**src/rtl/radix4_mult_seq.sv**
```systemverilog
// Sequential radix-4 unsigned multiplier driving one external x0..x4 scaler; p = a*b.
// Optional early termination: define RADIX4_MULT_EARLY_TERM_EN.
module radix4_mult_seq #(
  parameter int B_W = 8
) (
  input  logic             clk,
  input  logic             rst,
  input  logic             start,
  input  logic [7:0]       a,
  input  logic [B_W-1:0]   b,
  output logic             busy,
  output logic             done,
  output logic [8+B_W-1:0] p,
  output logic [7:0]       sc_i,
  output logic [4:0]       sc_m,
  input  logic [9:0]       sc_o
);

  localparam int ND    = B_W / 2;
  localparam int P_W   = 8 + B_W;
  localparam int CNT_W = (ND > 1) ? $clog2(ND) : 1;

  localparam logic [1:0] S_IDLE = 2'd0;
  localparam logic [1:0] S_RUN  = 2'd1;
  localparam logic [1:0] S_DONE = 2'd2;

  logic [1:0]       state;
  logic [7:0]       a_r;
  logic [B_W-1:0]   b_r;
  logic [P_W-1:0]   acc;
  logic [P_W-1:0]   p_r;
  logic [CNT_W-1:0] cnt;

  logic [P_W-1:0]   term;
  logic [P_W-1:0]   acc_next;
  logic [CNT_W:0]   shamt;
  logic             last;

  // Digit 0 selects the scaler's zero leg; its output is never accumulated.
  function automatic logic [4:0] digit_sel(input logic [1:0] d);
    return 5'b00001 << d;
  endfunction

  always_comb begin
    sc_i = 8'd0;
    sc_m = 5'b00000;
    if (state == S_RUN) begin
      sc_i = a_r;
      sc_m = digit_sel(b_r[1:0]);
    end
  end

  always_comb begin
    shamt    = {cnt, 1'b0};
    term     = '0;
    if (b_r[1:0] != 2'd0)
      term = P_W'(sc_o) << shamt;
    acc_next = acc + term;
    last     = (cnt == CNT_W'(ND - 1));
`ifdef RADIX4_MULT_EARLY_TERM_EN
    if ((b_r >> 2) == '0)
      last = 1'b1;
`endif
  end

  always_ff @(posedge clk) begin
    if (rst) begin
      state <= S_IDLE;
      a_r   <= '0;
      b_r   <= '0;
      acc   <= '0;
      p_r   <= '0;
      cnt   <= '0;
    end else begin
      case (state)
        S_IDLE: begin
          if (start) begin
            a_r   <= a;
            b_r   <= b;
            acc   <= '0;
            cnt   <= '0;
            state <= S_RUN;
`ifdef RADIX4_MULT_EARLY_TERM_EN
            if (b == '0) begin
              p_r   <= '0;
              state <= S_DONE;
            end
`endif
          end
        end
        // One radix-4 digit per cycle; p tracks the running sum and is final on exit.
        S_RUN: begin
          acc <= acc_next;
          p_r <= acc_next;
          b_r <= b_r >> 2;
          cnt <= cnt + CNT_W'(1);
          if (last)
            state <= S_DONE;
        end
        S_DONE:  state <= S_IDLE;
        default: state <= S_IDLE;
      endcase
    end
  end

  assign busy = (state != S_IDLE);
  assign done = (state == S_DONE);
  assign p    = p_r;

endmodule

```
**config.mk**
```make
export PLATFORM = sky130hd
export DESIGN_NAME = radix4_mult_seq
export DESIGN_NICKNAME = d
export VERILOG_FILES = /design/src/rtl/radix4_mult_seq.sv
export SDC_FILE = /design/constraint.sdc
export NUM_CORES = 1
export LEC_CHECK = 0
export ABC_AREA = 1
export CORE_MARGIN = 2
export CORE_UTILIZATION = 52
export CTS_CLUSTER_DIAMETER = 60
export CTS_CLUSTER_SIZE = 16
export DETAILED_ROUTE_END_ITERATION = 6
export PLACE_DENSITY = 0.81
export SYNTH_ARGS = -nofsm -noshare
export SYNTH_HDL_FRONTEND = slang
export SYNTH_SLANG_ARGS = --single-unit
export TNS_END_PERCENT = 1
```
**constraint.sdc**
```tcl
create_clock -name clk -period 2.72 [get_ports clk]
set_input_delay 0.544 -clock clk [delete_from_list [all_inputs] [get_ports clk]]
set_output_delay 0.544 -clock clk [all_outputs]
set_load 0.01 [all_outputs]
```
Word-level counts from Yosys, hierarchy flattened
Index checks and enable logic that the tools add are counted.
{"block": "word_totals", "register_bits": 52, "latch_bits": 0, "ramBits": 0, "mem_bits_ro": 0, "word_cells": 34, "out_inout_bits": 31, "memories": 0}
{"block": "classes", "n_shift": 2, "n_eq_ne": 5, "n_mux": 12, "multipliers": 0, "magnitude_cmp": 0, "addsub": 2, "n_reduce_logical": 7, "bitwise_logic": 0, "div": 0}
{"cell": "$mux 16", "count": 2}
{"cell": "$pmux 16 s2", "count": 1}
{"cell": "$add 16x16->16", "count": 1}
{"cell": "$mux 8", "count": 2}
{"cell": "$pmux 8 s2", "count": 1}
{"cell": "$shl 10x3->16", "count": 1}
{"cell": "$pmux 2 s2", "count": 2}
{"cell": "$mux 2", "count": 3}
{"cell": "$reduce_and 2->1", "count": 3}
{"cell": "$reduce_bool 2->1", "count": 3}
{"cell": "$mux 5", "count": 1}
{"cell": "$shl 1x2->5 const A", "count": 1}
{"cell": "$eq 2x2->1 const B", "count": 2}
{"cell": "$ne 2x2->1 const B", "count": 2}
{"cell": "$add 2x1->2 const B", "count": 1}
{"cell": "$eq 2x1->1 const B", "count": 1}
{"cell": "$logic_not 2->1", "count": 1}

Longest topological paths before layout
Gate-level depths: netlist (run 1).
{"block": "logic_depth", "ltp_word": 4, "depth_mapped": 16, "depth_no_buf": 15}

Least setup slack after synthesis (run 1)
No wires, ideal clock.
{"block": "synth_timing", "kind": "register to register", "from": "reg b_r[1]", "to": "reg p_r[12], in the netlist p[12]", "setup_time_ns": 0.132, "period_less_slack_ns": 2.187, "arrival_ns": 2.054, "required_ns": 2.588, "setup_slack_ns": 0.533, "n_path_buf": 1, "path_stages_with_launch": 17, "cell_sequence": "dfxtp_1 -> inv_1 -> a21oi_1 -> inv_1 -> clkbuf_1 -> nor2_1 -> ha_1 -> inv_1 -> fa_1 -> inv_1 -> nand3_1 -> nand3_1 -> nand3_1 -> nand3_1 -> nand2_1 -> nand3_1 -> a21oi_1"}
{"block": "synth_via", "elab_chain_cells": 3}
{"element": "start: declaration", "line_no": "29", "text": "logic [B_W-1:0] b_r;"}
{"element": "start signal: assignment", "line_no": "95", "text": "b_r <= b_r >> 2;"}
{"element": "$reduce_bool 2->1", "line_no": "56", "text": "if (b_r[1:0] != 2'd0)"}
{"element": "$mux 16", "line_no": "56"}
{"element": "$add 16x16->16", "line_no": "58", "text": "acc_next = acc + term;"}
{"element": "end signal: assignment", "line_no": "94", "text": "p_r <= acc_next;"}
{"element": "end: declaration", "line_no": "31", "text": "logic [P_W-1:0] p_r;"}
Every way passes these cells.
A chain may end at the register's enable or synchronous reset.

Worst setup path in the final report (run 1)
{"block": "layout_timing", "from": "in sc_o[1]", "to": "reg acc[12]"}
{"block": "layout_via", "elab_chain_cells": 4}
{"element": "start: declaration", "line_no": "16", "text": "input logic [9:0] sc_o"}
{"element": "$shl 10x3->16", "line_no": "57", "text": "term = P_W'(sc_o) << shamt;"}
{"element": "$mux 16", "line_no": "56"}
{"element": "$add 16x16->16", "line_no": "58"}
{"element": "$pmux 16 s2", "line_no": "75", "text": "case (state)"}
{"element": "end signal: assignment", "line_no": "93", "text": "acc <= acc_next;"}
{"element": "end: declaration", "line_no": "30", "text": "logic [P_W-1:0] acc;"}
Every way passes these cells.

==> metrics, run 1 <==
status=finished, final reports clean; Hold Path Cell Cnt=2; post-synthesis register bit count=52; violation count after the first detailed-route iteration=167; proportion of netlist area held by the largest area contributor=34.0%; Synth Net Count=503; family with the most delay on the worst path=simple AND/OR/NAND/NOR gates; DIE WIDTH=80.8 um; critical path data required time=2.87 ns; detailed-placement wirelength estimate=5490 um; number of global-route vias before repair=2818; cells traversed along the worst timing path=clkdlybuf4s50_1 -> inv_1 -> nor2_1 -> inv_1 -> nor2_2 -> inv_1 -> fa_1 -> inv_1 -> nand3_1 -> nand3_1 -> nand3_1 -> nand3_1 -> nand2_1 -> nand3_1 -> a21oi_1; peak per-stage delay on the critical path=0.45 ns; Final Power=1.66 mW; clock skew after layout=0.00793 ns; postcts setup bufs=0; total of buffers placed on input and output ports=58; combined global-route utilization of all metal layers=24.2%; Resized cells post-CTS=0; utilization of the core after routing=67.3%; hold crit path type=reg -> reg; Critical Path Sink Type=register; number of buffers added to fix hold violations after cts=0; signal arrival time at the worst endpoint=2.65 ns; post-detailed-route DRC marker count=0; most repeated library cell on the critical path=sky130_fd_sc_hd__nand3_1; summed instance area of the synthesized netlist=0.00306 mm2; core footprint=0.00561 mm2; WL/cell=13.1 um; cell depth of the worst flop-to-flop path=15; number of antenna violations at the first check in global routing=0; Fin Hold WS=0.468 ns; gp weighted congestion=0.924; peak supply drop=0.201 mV; Final Max Tran Viols=0; I/O pin count=60; number of cells on the critical path=15; number of sinks handled by clock tree synthesis=52; cell type of the slowest stage on the worst timing path=sky130_fd_sc_hd__clkdlybuf4s50_1; maximum fanout along the worst path=4; buffering stage count on the worst path with inverters included=5; share of layout cells above drive strength 1=6.46%; pin slew with the least headroom to its limit=0.943 ns; layout overhead on the synthesized area=23.2%; maximum clock insertion buffer count=2; Power Dens Cells=440 mW/mm2; number of antenna cells inserted=0; Relative slew margins=37.2%; Total Die Area=0.00652 mm2; Post-Syn Area per Cell=6.71 um2; Period Utilization, post-route=92.0%; pin count of the biggest net entering global routing=53; number of warnings issued by yosys=0; final-layout fill cell count=488; shortest clock period the worst path allows after layout=2.50 ns; total cell area at the placement stage=0.00368 mm2; CTS Root Cell=sky130_fd_sc_hd__clkbuf_8; total via count in the routed design=3119; final wirelength=7620 um; Vias per Instance=5.35; Starting Density=54.6%; net count of the finished layout=557; class of the most critical setup path=in -> reg; Skew-Pair Late Insertion Delay=0.31 ns; leakage power=1.68 nW; Cell Rows=27; clock tree from TritonCTS=built; number of hold-slack violations in the final timing report=0; vertical die dimension=80.8 um; startpoint class of the critical path=primary input; cell type with the largest total area after synthesis=sky130_fd_sc_hd__dfxtp_1; top post-synthesis cells by area=sky130_fd_sc_hd__dfxtp_1, sky130_fd_sc_hd__nand2_1, sky130_fd_sc_hd__inv_1; gate count after technology mapping=457; remaining global-route overflow=0; Antenna Violating Nets Remaining=0; Maximum Capacitance Violations=0; Layout Cell Area excl Fill=0.00377 mm2; proportion of synthesized chip area in sequential cells=34.0%; depth of the CTS H-tree=2; clock input transition at the sequential cells of the worst setup and hold paths=0.09 ns; wire length of the first global-routing pass=12500 um; Final Setup Violations=0; total CTS buffers=5; fmax=400 MHz; unrepaired setup endpoints after global routing=no; Initial DRT Pass Iterations=6; Synth cell types=31
-- per-layer routing --
layer  vias to the layer above  global-route usage [%]  share of wire (%)
li1                       1577                       -                  -
met5                         -                       0                  0
met4                         0                    8.64                2.2
met2                       121                    41.4                 46
met1                      1396                    31.1                 44
met3                        25                    3.56                7.3
-- tightest hold or removal path, stage by stage, from the launching register on --
cell and delay, ns:
sky130_fd_sc_hd__dfxtp_1 0.32, sky130_fd_sc_hd__nand2_1 0.06, sky130_fd_sc_hd__a21oi_1 0.05
-- synthesized netlist by cell type (all sizes together) --
library cell / n
nand2: 130
inv: 67
dfxtp: 52
a21oi: 48
nor2: 47
a211oi: 20
nand3: 20
ha: 16
buf: 11
clkbuf: 8
o22ai: 8
mux2i: 7
nor3: 7
o21ai: 6
nand3b: 2
nand4: 2
or2: 2
conb: 1
fa: 1
xnor2: 1
xor2: 1
-- cells by family (layout without fill, tap and decap cells) --
kind of cell               Yosys count  in the layout  share of synthesized area [%]
AOI/OAI and AO/OA                   82             82                           15.8
xor gates and xnor gates             2              2                          0.572
adders and majority gates           17             17                           7.19
buffers and inverters               86            140                           11.6
DFF                                 52             52                           34.0
muxes                                7              7                           2.29
other                                1              1                          0.122
and+or+nand+nor                    210            210                           28.4
-- stage by stage --
step           setup TNS, ns  instances  worst slack [ns]
2_1_floorplan              0        457             0.533
3_3_place_gp          -0.284        576           -0.0765
3_5_place_dp          -0.657        576            -0.116
4_1_cts                    0        583             0.197
5_1_grt                    0        583           0.00673
6_report                   0        583             0.218
-- report_power, final --
group	switching [mW]	internal (mW)	total (mW)
clock network	0.245	0.175	0.420
registers	0.0197	0.804	0.824
logic	0.241	0.178	0.419
-- flip-flops by register name (all words and copies together), names as in the netlist --
register	cells
state	2
p	16
acc	16
cnt	2
a_r	8
b_r	8
-- worst paths after layout --
| check | from | endpoint | slack, ns |
|---|---|---|---|
| setup / recovery | sc_o[1] | acc[12] | 0.22 |
| hold / removal | p[8] | p[8] | 0.47 |
| setup reg to reg | b_r[1] | acc[12] | 0.31 |
| hold reg to reg | p[8] | p[8] | 0.47 |
-- cell usage in the layout, fill, tap and decap left out, drive strengths merged --
master	instances
nand2	130
xnor2	1
mux2i	7
nand3b	2
clkinvlp	1
nand4	2
conb	1
o22ai	8
nor2	47
xor2	1
dfxtp	52
inv	67
fa	1
or2	2
clkbuf	5
o21ai	6
ha	16
a211oi	20
clkdlybuf4s50	57
buf	9
a21oi	48
nand3	20
nor3	7
clkinv	1
-- layout make-up --
| cell class | count | area, um2 | area share (%) |
|---|---|---|---|
| clock inverter | 2 | 12.5 | 0.331 |
| sequential | 52 | 1040 | 27.6 |
| tap | 72 | 90.1 | 2.39 |
| timing repair buffer | 66 | 636 | 16.8 |
| clock buffer | 5 | 68.8 | 1.82 |
| multi-input combinational | 319 | 1680 | 44.4 |
| inverter | 67 | 251 | 6.66 |
(Power assumes the default switching activity.)
==> run 2: changes to the inputs <==
Settings changed: SLEW_MARGIN set to 20.
==> results of run 2 <==
The final DEF is identical to that of run 1; final timing and power are the same.
==> run 3: changes to the inputs <==
Settings changed: SLEW_MARGIN 20 to 25.
==> results of run 3 <==
The final DEF is identical to that of run 1; final timing and power are the same.
